### config.mk
export PLATFORM = sky130hd
export DESIGN_NAME = mfp_sevenseg_scanner
export DESIGN_NICKNAME = d
export VERILOG_FILES = /design/src/rtl/mfp_sevenseg_scanner.sv
export SDC_FILE = /design/constraint.sdc
export NUM_CORES = 1
export LEC_CHECK = 0
export ABC_AREA = 0
export BUFFER_PORTS_ARGS = -buffer_cell sky130_fd_sc_hd__buf_2
export CAP_MARGIN = 10
export CORE_MARGIN = 10
export CORE_UTILIZATION = 25
export CTS_CLUSTER_SIZE = 14
export DETAILED_ROUTE_END_ITERATION = 12
export HOLD_SLACK_MARGIN = 0.05
export SYNTH_ARGS = -nofsm -noshare
export SYNTH_HDL_FRONTEND = slang
export SYNTH_SLANG_ARGS = --single-unit
### constraint.sdc
create_clock -name HCLK -period 3.08 [get_ports HCLK]
set_input_delay 0.616 -clock HCLK [delete_from_list [all_inputs] [get_ports HCLK]]
set_output_delay 0.616 -clock HCLK [all_outputs]
set_load 0.03 [all_outputs]
### src/rtl/mfp_sevenseg_scanner.sv
// mfp_sevenseg_scanner
// Time-multiplexed scan driver for an 8-digit common-anode 7-segment display.
// Each digit slot is a blanking gap (all anodes off, against ghosting) followed
// by a dwell in which one anode is driven with the decoded glyph. Digit inputs
// are snapshotted at the end of the gap, so mid-dwell changes show up in the
// next slot of that digit. A one-cycle frame pulse follows the digit-7 dwell.

module mfp_sevenseg_scanner #(
    parameter int DWELL_CYCLES = 50000,
    parameter int BLANK_CYCLES = 16
) (
    input  logic        HCLK,
    input  logic        HRESET,
    input  logic [7:0]  EN,
    input  logic [63:0] DIGITS,
    input  logic [7:0]  DP,
    output logic [7:0]  DISPENOUT,
    output logic [7:0]  DISPOUT,
    output logic        FRAME_TICK
);

    localparam int MAX_CYCLES = (DWELL_CYCLES > BLANK_CYCLES) ? DWELL_CYCLES : BLANK_CYCLES;
    localparam int CNT_W      = $clog2(MAX_CYCLES + 1);

    typedef logic [CNT_W-1:0] cnt_t;

    localparam cnt_t BLANK_LAST = cnt_t'(BLANK_CYCLES - 1);
    localparam cnt_t DWELL_LAST = cnt_t'(DWELL_CYCLES - 1);

    typedef enum logic {
        ST_BLANK = 1'b0,
        ST_DRIVE = 1'b1
    } state_t;

    state_t     state_q, state_d;
    logic [2:0] idx_q, idx_d;
    cnt_t       cnt_q, cnt_d;
    logic [7:0] anode_q, anode_d;
    logic [7:0] seg_q, seg_d;
    logic       frame_tick_q, frame_tick_d;

    logic [4:0] code;
    logic       unused_digit_bits;

    // Bits [7:5] of every digit byte carry no meaning for the glyph decoder.
    assign unused_digit_bits = ^{DIGITS[63:61], DIGITS[55:53], DIGITS[47:45], DIGITS[39:37],
                                 DIGITS[31:29], DIGITS[23:21], DIGITS[15:13], DIGITS[7:5]};

    assign code = DIGITS[{idx_q, 3'b000} +: 5];

    // Active-high segment pattern {g,f,e,d,c,b,a} for a 5-bit glyph code.
    function automatic logic [6:0] seg_decode(input logic [4:0] c);
        logic [6:0] s;
        case (c)
            5'h00: s = 7'h3F;
            5'h01: s = 7'h06;
            5'h02: s = 7'h5B;
            5'h03: s = 7'h4F;
            5'h04: s = 7'h66;
            5'h05: s = 7'h6D;
            5'h06: s = 7'h7D;
            5'h07: s = 7'h07;
            5'h08: s = 7'h7F;
            5'h09: s = 7'h6F;
            5'h0A: s = 7'h77;
            5'h0B: s = 7'h7C;
            5'h0C: s = 7'h39;
            5'h0D: s = 7'h5E;
            5'h0E: s = 7'h79;
            5'h0F: s = 7'h71;
            5'h10: s = 7'h40;
            5'h11: s = 7'h08;
            5'h12: s = 7'h7F;
            default: s = 7'h00;
        endcase
        return s;
    endfunction

    // Next-state logic: slot counter, digit index, snapshot of the driven digit.
    always_comb begin
        // NOTE: every variable gets a default first so no path leaves it unassigned and infers a latch.
        state_d      = state_q;
        idx_d        = idx_q;
        cnt_d        = cnt_q;
        anode_d      = anode_q;
        seg_d        = seg_q;
        frame_tick_d = 1'b0;

        case (state_q)
            ST_BLANK: begin
                anode_d = 8'hFF;
                seg_d   = 8'hFF;
                if (cnt_q == BLANK_LAST) begin
                    state_d = ST_DRIVE;
                    cnt_d   = '0;
                    anode_d = EN[idx_q] ? 8'hFF : ~(8'h01 << idx_q);
                    seg_d   = {DP[idx_q], ~seg_decode(code)};
                end else begin
                    cnt_d = cnt_q + 1'b1;
                end
            end
            ST_DRIVE: begin
                if (cnt_q == DWELL_LAST) begin
                    state_d      = ST_BLANK;
                    cnt_d        = '0;
                    idx_d        = idx_q + 3'd1;
                    anode_d      = 8'hFF;
                    seg_d        = 8'hFF;
                    frame_tick_d = (idx_q == 3'd7);
                end else begin
                    cnt_d = cnt_q + 1'b1;
                end
            end
            default: begin
                state_d = ST_BLANK;
                cnt_d   = '0;
            end
        endcase
    end

    // State and registered outputs; reset blanks the display immediately.
    always_ff @(posedge HCLK or posedge HRESET) begin
        if (HRESET) begin
            state_q      <= ST_BLANK;
            idx_q        <= 3'd0;
            cnt_q        <= '0;
            anode_q      <= 8'hFF;
            seg_q        <= 8'hFF;
            frame_tick_q <= 1'b0;
        end else begin
            // NOTE: non-blocking assignments so every flop samples the pre-edge values.
            state_q      <= state_d;
            idx_q        <= idx_d;
            cnt_q        <= cnt_d;
            anode_q      <= anode_d;
            seg_q        <= seg_d;
            frame_tick_q <= frame_tick_d;
        end
    end

    assign DISPENOUT  = anode_q;
    assign DISPOUT    = seg_q;
    assign FRAME_TICK = frame_tick_q;

endmodule

==> impl_metrics.toml <==
[run_status]
run_status = "complete, no violations"

[placement]
routabilityCongestion = 0.816
dp.final_hpwl_um = 4990
port-buffer-count = 74

[timing]
worst_pin_slew_ps = 586
fin_tns_setup_ps = 0
fin_skew_ps = 9.04
fin_crit_ps = 2620
finalSetupViolCount = 0
slew_violations = 0
finalCritPeriodShare = 0.850
rsz0062_at_grt = "false"
slew_headroom = 0.598
fmax_mhz = 382
hold_viol = 0

[route]
first_pass_iters = 4
antenna_left = 0
routed_wl_um = 6080
routed_via_density = 4.62
wire_per_inst_um = 14.2
drc = 0
routed-via-count = 1979
drt_iter0_drc = 77

[clocking]
cts_hold_buf = 0
cts.sinks = 37
clk_latency_ps = 300
numCtsBuffers = 5
postCtsSetupBuffers = 0
cts-resized-gates = 0
cts_buffer_depth = 2
cts_tree = "yes"
clk_pin_slew_ps = 80
cts_root_buffer = "clkbuf_8"
htreeDepth = 2

[cells_and_area]
diodes = 0
area_growth_pct = 26.3
seq_area_um2 = 946
drive_above_1_share = 0.408
multi_input_area_um2 = 1360
fin_nets = 393
fillers = 998

[setup_path]
startpoint_type = "flip-flop"
ff2ff_setup_slack_ps = 460
arrival_ps = 2830
required_ps = 3290
r2r-start = "idx_q[2]"
r2r-end = "DISPOUT[1]"
crit_path_max_fanout = 13
ff2ff_path_depth = 6
cp-end-kind = "flip-flop"
worstSetupPathType = "reg2reg"

[global_route]
overflow = 0
grt_use_total = 0.0885
grt_pass1_wl_um = 10400
grt_max_degree = 38
antenna_found_initial = 0
first_global_vias = 2111

[pwr]
p_leak_nw = 1.35
cellPowerDensity_nw_per_um2 = 362
peakVddDrop_uv = 153
power_mw = 1.10

[floorplan]
initial_core_util = 0.258
ios = 99
die-area_um2 = 13900
placementRows = 35
die_x_um = 118
die_h_um = 118
core_um2 = 9280

[yosys]
synth_top_area_frac = 0.219
ys.flop_type = "dfrtp_1"
synth_nets = 317
ys_seq_area_frac = 0.394
synth_edf_count = 0
synth.top_cells.by_area = "dfrtp_1 22%, dfstp_2 18%, mux4_2 11%"
ys_types = 41
ys_ff_latch = 37
syn_avg_cell_area_um2 = 10.8
yosys.area.top_type = "dfrtp_1"
syn_area_um2 = 2400
async_reset_ff_frac = 1.00
syn_inst = 222
yosysWarnings = 0

[run]
maxCapViolCount = 0

[min_path]
hold_path.class = "in2async"
[critical path, cell delays in order, from the launching register on]
cell and delay (ps):
dfrtp_1 640, mux4_2 380, mux2i_1 490, ha_1 370, mux2_1 300, a32oi_1 230, a21oi_1 120
[state kept, by name, indices dropped and copies added, names as in the netlist]
signal,cells
cnt_q,16
DISPENOUT,8
DISPOUT,8
idx_q,3
FRAME_TICK,1
state_q,1
[logic make-up after synthesis]
group	share of synthesized area
mux	0.189
fa+ha+maj	0.0678
buf+inv	0.0401
compound gates	0.0975
simple gates	0.153
flops	0.394
xor+xnor	0.0584
[how the worst max path moves through the flow]
stage,slack [ps],startpoint,to
after global routing,250,idx_q[0],DISPOUT[6]
after detailed placement,370,DIGITS[48],DISPOUT[1]
after global placement,430,DIGITS[48],DISPOUT[1]
after CTS,470,idx_q[0],DISPOUT[6]
final,460,idx_q[2],DISPOUT[1]
after floorplan,750,idx_q[1],DISPOUT[1]
[cell type report]
cell class / instances / area share
Clock buffer: 6 / 0.0273
Sequential cell: 37 / 0.312
Inverter: 10 / 0.0124
Tap cell: 129 / 0.0533
Multi-Input combinational cell: 165 / 0.448
Clock inverter: 2 / 0.0124
Timing Repair Buffer: 79 / 0.135
[Yosys cell counts, types with 3 or more instances]
cell type	number
mux2i_1	6
mux4_2	12
nand3_1	7
nand4_1	3
dfstp_2	16
nand2_1	14
o32ai_1	4
nor3_1	7
inv_1	9
buf_2	5
a21oi_1	8
a31oi_1	8
and3_1	8
xnor2_1	12
xor2_1	4
dfrtp_1	21
nor2_1	31
o21ai_0	4
ha_1	13
[power by group]
part / total (mW) / internal (mW) / switching (mW) / leakage [nW]
Clock: 0.444 / 0.263 / 0.180 / 0.0574
Sequential: 0.508 / 0.502 / 0.00546 / 0.447
Combinational: 0.145 / 0.0686 / 0.0767 / 0.844
Total: 1.10 / 0.834 / 0.263 / 1.35
[metal layers]
metal	part of all wire	GRT usage	up-vias
li1	-	-	959
met3	0.057	0.0326	9
met4	0.012	0.0201	0
met2	0.47	0.142	54
met1	0.46	0.110	957
met5	0	0	-
[placed cells by master, fill, tap and decap left out, types with 2 or more instances in the layout]
cell type,n
xnor2_1,12
xor2_1,4
ha_1,13
o22a_1,2
buf_2,74
mux2i_1,6
nor3_1,7
and4_1,2
dfrtp_1,21
clkbuf_8,6
nand4_1,3
nand2_1,14
a21oi_1,8
dfstp_2,16
inv_1,9
a211oi_1,2
mux4_1,2
o32ai_1,4
nand3_1,7
buf_4,5
and3_1,8
nor2_1,31
mux2_2,2
and2_1,2
a31oi_1,8
mux4_2,12
o21ai_0,4
[metrics by stage]
stage | cell area [um2] | hold WS [ps] | std cells | setup slack, ps | utilization
floorplan | 2400 | 448 | 222 | 750 | -
global placement | 2910 | 474 | 420 | 434 | 0.313
detailed placement | 2910 | 481 | 420 | 373 | 0.313
CTS | 3030 | 432 | 428 | 470 | 0.326
global route | 3030 | 474 | 428 | 250 | 0.326
finish | 3030 | 414 | 428 | 461 | 0.326
Note: power is estimated with default switching activity, not from simulation.
